===== src/rtl/tick_rate_pkg.sv =====
// Shared definitions for the tick rate scheduler.
//   SPD_*   : speed codes carried on speed_sel (3 is never driven)
//   state_t : scheduler FSM states
//   div_of  : clock cycles per tick period for a speed code
//   spd_step: one saturating step of a speed code up or down
package tick_rate_pkg;

  localparam logic [1:0] SPD_SLOW = 2'd0;
  localparam logic [1:0] SPD_MID  = 2'd1;
  localparam logic [1:0] SPD_FAST = 2'd2;

  typedef enum logic [1:0] {
    S_RUN   = 2'd0,
    S_PEND  = 2'd1,
    S_PAUSE = 2'd2
  } state_t;

  function automatic int unsigned div_of(logic [1:0] code, int unsigned clk_hz,
                                         int unsigned slow_hz, int unsigned mid_hz,
                                         int unsigned fast_hz);
    case (code)
      SPD_MID:  return clk_hz / mid_hz;
      SPD_FAST: return clk_hz / fast_hz;
      default:  return clk_hz / slow_hz;
    endcase
  endfunction

  function automatic logic [1:0] spd_step(logic [1:0] cur, logic up);
    if (up) begin
      return (cur >= SPD_FAST) ? SPD_FAST : cur + 2'd1;
    end
    return (cur == SPD_SLOW) ? SPD_SLOW : cur - 2'd1;
  endfunction

endpackage


===== src/rtl/tick_rate_ctrl_if.sv =====
// Request/status bundle of the tick rate scheduler.
//   speed_up, speed_down : 1-cycle request pulses (master -> slave)
//   pause                : level, freezes tick generation (master -> slave)
//   tick                 : 1-cycle enable at the applied rate (slave -> master)
//   speed_sel            : applied speed code (slave -> master)
//   switch_pend          : a speed change is latched, not yet applied (slave -> master)
interface tick_rate_ctrl_if;
  logic       speed_up;
  logic       speed_down;
  logic       pause;
  logic       tick;
  logic [1:0] speed_sel;
  logic       switch_pend;

  modport master (
    output speed_up, speed_down, pause,
    input  tick, speed_sel, switch_pend
  );

  modport slave (
    input  speed_up, speed_down, pause,
    output tick, speed_sel, switch_pend
  );
endinterface


===== src/rtl/tick_divider.sv =====
// Period counter for the tick scheduler.
//   clk_in : system clock
//   rst    : asynchronous active-high reset
//   en     : count enable; low holds the count (clean freeze)
//   lim    : period length in cycles (>= 2)
//   wrap   : combinational, high on the last cycle of a period while enabled
module tick_divider #(
  parameter int unsigned CNT_W = 5
) (
  input  logic             clk_in,
  input  logic             rst,
  input  logic             en,
  input  logic [CNT_W:0]   lim,
  output logic             wrap
);

  logic [CNT_W-1:0] cnt_q, cnt_d;

  // lim is one bit wider than the counter so a power-of-two period still fits.
  assign wrap = en && ({1'b0, cnt_q} == (lim - (CNT_W + 1)'(1)));

  always_comb begin
    cnt_d = cnt_q;
    if (wrap) begin
      cnt_d = '0;
    end else if (en) begin
      cnt_d = cnt_q + CNT_W'(1);
    end
  end

  always_ff @(posedge clk_in or posedge rst) begin
    if (rst) begin
      cnt_q <= '0;
    end else begin
      cnt_q <= cnt_d;
    end
  end

endmodule


===== src/rtl/tick_rate_ctrl.sv =====
// Rate scheduler: emits a registered 1-cycle tick at one of three rates and sequences
// speed changes so they only take effect on a tick boundary.
//   clk_in : system clock
//   rst    : asynchronous active-high reset
//   bus    : tick_rate_ctrl_if slave (speed_up/speed_down/pause in;
//            tick/speed_sel/switch_pend out)
module tick_rate_ctrl
  import tick_rate_pkg::*;
#(
  parameter int unsigned CLK_HZ  = 100_000_000,
  parameter int unsigned SLOW_HZ = 2,
  parameter int unsigned MID_HZ  = 10,
  parameter int unsigned FAST_HZ = 30
) (
  input  logic             clk_in,
  input  logic             rst,
  tick_rate_ctrl_if.slave  bus
);

  localparam int unsigned DIV_SLOW = CLK_HZ / SLOW_HZ;
  localparam int unsigned CNT_W    = $clog2(DIV_SLOW);

  state_t     state_q, state_d;
  logic [1:0] sel_q, sel_d;
  logic [1:0] target_q, target_d;
  logic       pend_q, pend_d;
  logic       tick_q;

  logic [CNT_W:0] lim;
  logic           div_en;
  logic           wrap;
  logic           apply;
  logic           req_valid;
  logic [1:0]     req_cur;
  logic [1:0]     req_next;
  logic           req_take;

  assign lim    = (CNT_W + 1)'(div_of(sel_q, CLK_HZ, SLOW_HZ, MID_HZ, FAST_HZ));
  // Pause acts on the level directly so a wrap coinciding with pause is suppressed.
  assign div_en = !bus.pause;

  tick_divider #(
    .CNT_W (CNT_W)
  ) u_div (
    .clk_in (clk_in),
    .rst    (rst),
    .en     (div_en),
    .lim    (lim),
    .wrap   (wrap)
  );

  // Requests step from the pending target if one exists, else from the applied code.
  assign req_valid = bus.speed_up ^ bus.speed_down;
  assign req_cur   = pend_q ? target_q : sel_q;
  assign req_next  = spd_step(req_cur, bus.speed_up);
  assign req_take  = req_valid && (req_next != req_cur);
  assign apply     = wrap && pend_q;

  always_comb begin
    state_d  = state_q;
    sel_d    = sel_q;
    target_d = target_q;
    pend_d   = pend_q;

    if (apply) begin
      sel_d  = target_q;
      pend_d = 1'b0;
    end
    // A request in the apply cycle is judged against the newly applied code, so it
    // stays pending until the following wrap.
    if (req_take) begin
      target_d = req_next;
      pend_d   = (req_next != sel_d);
    end

    case (state_q)
      S_RUN: begin
        if (bus.pause) begin
          state_d = S_PAUSE;
        end else if (pend_d) begin
          state_d = S_PEND;
        end
      end
      S_PEND: begin
        if (bus.pause) begin
          state_d = S_PAUSE;
        end else if (!pend_d) begin
          state_d = S_RUN;
        end
      end
      S_PAUSE: begin
        if (!bus.pause) begin
          state_d = pend_d ? S_PEND : S_RUN;
        end
      end
      default: state_d = S_RUN;
    endcase
  end

  always_ff @(posedge clk_in or posedge rst) begin
    if (rst) begin
      state_q  <= S_RUN;
      sel_q    <= SPD_SLOW;
      target_q <= SPD_SLOW;
      pend_q   <= 1'b0;
      tick_q   <= 1'b0;
    end else begin
      state_q  <= state_d;
      sel_q    <= sel_d;
      target_q <= target_d;
      pend_q   <= pend_d;
      tick_q   <= wrap;
    end
  end

  assign bus.tick        = tick_q;
  assign bus.speed_sel   = sel_q;
  assign bus.switch_pend = pend_q;

endmodule

===== src/flat_wrapper.sv =====
// flat-port wrapper written by rule: the top's interface ports become plain ports
module tick_rate_ctrl_flat import tick_rate_pkg::*;
#(
  parameter int unsigned CLK_HZ  = 100_000_000,
  parameter int unsigned SLOW_HZ = 2,
  parameter int unsigned MID_HZ  = 10,
  parameter int unsigned FAST_HZ = 30
)
  (clk_in, rst, bus_speed_up, bus_speed_down, bus_pause, bus_tick, bus_speed_sel, bus_switch_pend);
  tick_rate_ctrl_if bus_i ();
  input  logic clk_in;
  input  logic rst;
  input wire logic [$bits(bus_i.speed_up)-1:0] bus_speed_up;
  input wire logic [$bits(bus_i.speed_down)-1:0] bus_speed_down;
  input wire logic [$bits(bus_i.pause)-1:0] bus_pause;
  output wire logic [$bits(bus_i.tick)-1:0] bus_tick;
  output wire logic [$bits(bus_i.speed_sel)-1:0] bus_speed_sel;
  output wire logic [$bits(bus_i.switch_pend)-1:0] bus_switch_pend;
  assign bus_i.speed_up = bus_speed_up;
  assign bus_i.speed_down = bus_speed_down;
  assign bus_i.pause = bus_pause;
  assign bus_tick = bus_i.tick;
  assign bus_speed_sel = bus_i.speed_sel;
  assign bus_switch_pend = bus_i.switch_pend;
  tick_rate_ctrl #(.CLK_HZ(CLK_HZ), .SLOW_HZ(SLOW_HZ), .MID_HZ(MID_HZ), .FAST_HZ(FAST_HZ)) u_core (.clk_in(clk_in), .rst(rst), .bus(bus_i));
endmodule

===== config.mk =====
export PLATFORM = sky130hd
export DESIGN_NAME = tick_rate_ctrl_flat
export DESIGN_NICKNAME = d
export VERILOG_FILES = /design/src/rtl/tick_rate_pkg.sv /design/src/rtl/tick_rate_ctrl_if.sv /design/src/rtl/tick_divider.sv /design/src/rtl/tick_rate_ctrl.sv /design/src/flat_wrapper.sv
export SDC_FILE = /design/constraint.sdc
export NUM_CORES = 1
export LEC_CHECK = 0
export CELL_PAD_IN_SITES_DETAIL_PLACEMENT = 0
export CELL_PAD_IN_SITES_GLOBAL_PLACEMENT = 1
export CORE_UTILIZATION = 46
export CTS_CLUSTER_SIZE = 8
export DETAILED_ROUTE_END_ITERATION = 8
export GPL_ROUTABILITY_DRIVEN = 0
export MAX_ROUTING_LAYER = met4
export PLACE_DENSITY = 0.8
export SYNTH_ARGS = -nofsm -noshare
export SYNTH_HDL_FRONTEND = slang
export SYNTH_SLANG_ARGS = --single-unit

===== constraint.sdc =====
create_clock -name clk_in -period 3.3 [get_ports clk_in]
set_input_delay 0.66 -clock clk_in [delete_from_list [all_inputs] [get_ports clk_in]]
set_output_delay 0.66 -clock clk_in [all_outputs]
set_load 0.005 [all_outputs]

==> impl_metrics.toml <==
[worst_setup_path]
worst_path_largest_cell_delay_ps = 520
crit_family = "simple AND/OR/NAND/NOR gates"
critical_path_start_type = "flip-flop"
crit_path_end_kind = "flip-flop"
critical_path_buf_inv_count = 1
timing.critical_path.slowest_stage_cell = "dfrtp_1"
crit_type = "flip-flop to flip-flop"
arrival_time_reported_for_the_critical_path_endpoint_ps = 2670
worst_ep_required_time_ps = 3460
timing.critical_path.fanout_max = 10
cp_cell_sequence = "inv_1 > ha_1 > or4b_1 > mux2i_1 > o2111ai_1 > nor3b_2 > mux2_1"

[power]
cellPowerDensity_mw_per_mm2 = 490
total_switching_power_uw = 301
ir_drop_v = 0.000226
power.combinational.fraction_pct = 18.5
cellLeakagePower_uw = 0.000910
switching_share_pct = 29.7
p_clk_share_pct = 30.6
p_total_uw = 1020
power_frac_seq_pct = 50.9
power.internal_uw = 714

[detailed_routing]
vias = 1442
route.final.wire_length_um = 3770
route.antenna.remaining_nets = 0
vias_per_cell = 5.63
dr.first_iter.drc_count = 78
avgRoutedWirePerCell_um = 14.7
drt_drc_violations_left = 0
detail_route.first_pass.iterations = 4

[sta]
timing.final.setup_violations = 0
worst_slew_margin_rel_pct = 66.4
max_freq_mhz = 398
timing.clock.skew_ps = 5.29
final-hold-violation-count = 0
worst_hold_slack_ps = 522
fin_crit_sh_pct = 76.2
grt_setup_unrepaired = "no"
slew_violations = 0
fin_setup_tns_ps = 0
final_period_demand_of_the_worst_path_ps = 2510
worst_slew_pin_slew_ps = 500

[clock_tree]
post_cts_gate_resize_count = 0
clock_buffer_count_from_cts = 5
post_cts_buffers = 0
clock_insertion_delay_worst_skew_ps = 280
holdBufCountCts = 0
clockBufferDepth = 2
clockRootBuffer = "clkbuf_8"
clock_sinks = 32
htree_levels = 2
clkSlewWorstSetupHoldPaths_ps = 70
tritoncts_clock_tree = "done"

[hold_path]
hold_path_class = "flip-flop to flip-flop"

[synthesis]
synthDistinctLibCells = 42
ys_seq_area_share_pct = 43.5
netlist_instances = 196
synth_nets = 204
post_synth.cell_area_avg_um2 = 9.40
synth_seq_cells = 32
ys_warn_count = 0
fraction_of_synthesis_flops_using_an_asynchronous_set_or_reset_pin_pct = 100
synth_flop_cell = "dfrtp_1"
synth.cell_area_mm2 = 0.00184
synth_edf_count = 0

[floorplanning]
core.rowCount = 22
design.core.area_mm2 = 0.00374
floorplan.initialDensity_pct = 49.2
design.die.area_mm2 = 0.00426
pin_count = 9
die_y_extent_um = 65.3
die_width_um = 65.3

[final_layout]
final_cell_count_no_fill = 256
area_taken_by_flip_flops_and_latches_um2 = 801
post_route_cells_drive_above_1_share_pct = 6.73
multiInputGateArea_um2 = 983
layout.nets = 215
area_delta_synth_final_pct = 12.4
final_cell_area_mm2 = 0.00207
commonest_cells_after_routing_fill_and_taps_aside = "dfrtp_1, nor2_1, nand2_1"
antenna-diode-count = 0
fillers = 334
layout_commonest_cell = "dfrtp_1"

[global_route]
grt_max_degree = 33
groute.usage.overall_pct = 20.9
grt_first_pass_wirelength_um = 6410
antenna_violations_before_repair = 0
first_global_vias = 1384
overflow = 0

[placement]
hpwl_um = 2800
placement.cell_area_mm2 = 0.00198
buffer_ports.inserted = 8
place.detailed.instances = 248

[outcome]
run_status = "finished, final reports clean"

[flow_run]
number_of_maximum_capacitance_constraint_violations = 0
[flip-flops by register name (all words and copies together) (netlist names)]
| signal | flops |
|---|---|
| u_core.bus.speed_sel | 2 |
| u_core.target_q | 2 |
| u_core.bus.tick | 1 |
| u_core.u_div.cnt_q | 26 |
| u_core.bus.switch_pend | 1 |
[final timing paths]
kind,from,to,slack [ps],depth (start not counted)
max in group asynchronous,rst,u_core.bus.speed_sel[1]$_DFF_PP0_,2220,3
hold / removal,u_core.u_div.cnt_q[24]$_DFFE_PP0P_,u_core.u_div.cnt_q[24]$_DFFE_PP0P_,520,1
min in group asynchronous,rst,u_core.bus.tick$_DFF_PP0_,780,3
hold reg to reg,u_core.u_div.cnt_q[24]$_DFFE_PP0P_,u_core.u_div.cnt_q[24]$_DFFE_PP0P_,520,1
setup / recovery,u_core.bus.speed_sel[0]$_DFF_PP0_,u_core.bus.speed_sel[1]$_DFF_PP0_,790,7
setup reg to reg,u_core.bus.speed_sel[0]$_DFF_PP0_,u_core.bus.speed_sel[1]$_DFF_PP0_,790,7
[power by group through the flow]
stage               clock network (uW)  registers [uW]  logic (uW)
floorplan                            0             495         157
global placement                     0             522         182
detailed placement                   0             523         189
CTS                                320             516         190
global route                       340             527         214
finish                             310             517         188
[metal layers]
metal	GRT usage, %	vias up	share of wire [%]
met5	-	-	0
met4	7.34	0	1.3
met3	5.56	5	4.6
met2	32.6	28	47
met1	26.1	700	47
li1	-	709	-
[Yosys cell counts (2+ instances only)]
library cell,n,area [um^2]
or4b_1,2,20.0
buf_2,4,20.0
inv_1,6,22.5
o21ai_0,3,15.0
nand4_1,8,50.1
and4_1,3,26.3
nand2_1,17,63.8
and2_1,2,12.5
nor2b_1,2,12.5
nor4_1,3,18.8
dfrtp_1,32,801
nand2b_1,3,18.8
xnor2_1,13,114
and3_1,6,37.5
o2111ai_1,2,17.5
clkbuf_1,4,15.0
mux2i_1,5,50.1
nand3_1,6,30.0
xor2_1,16,140
nand4b_1,2,17.5
o21ai_1,2,10.0
nor3_1,5,25.0
nor2_1,26,97.6
ha_1,3,37.5
a21oi_1,4,20.0
[logic make-up after synthesis]
logic type,share of synthesized area (%)
buffers and inverters,3.12
AO/OA/AOI/OAI,6.45
XOR/XNOR,13.8
AND/OR/NAND/NOR,27.2
multiplexers,3.94
flip-flops,43.5
adder cells (fa/ha/maj),2.04
[stage by stage]
stage	utilization, %	worst slack (ps)
after floorplan	-	875
after global placement	52.8	795
after detailed placement	52.8	749
after CTS	55.3	810
after global routing	55.3	647
final	55.3	786
[layout make-up]
| cell class | count | share of cell area, % |
|---|---|---|
| inverter | 6 | 1.09 |
| timing repair buffer | 12 | 5.32 |
| clock buffer | 7 | 4.17 |
| sequential | 32 | 38.7 |
| clock inverter | 1 | 0.363 |
| tap | 48 | 2.90 |
| multi-input combinational | 150 | 47.5 |
(Power assumes the default switching activity.)
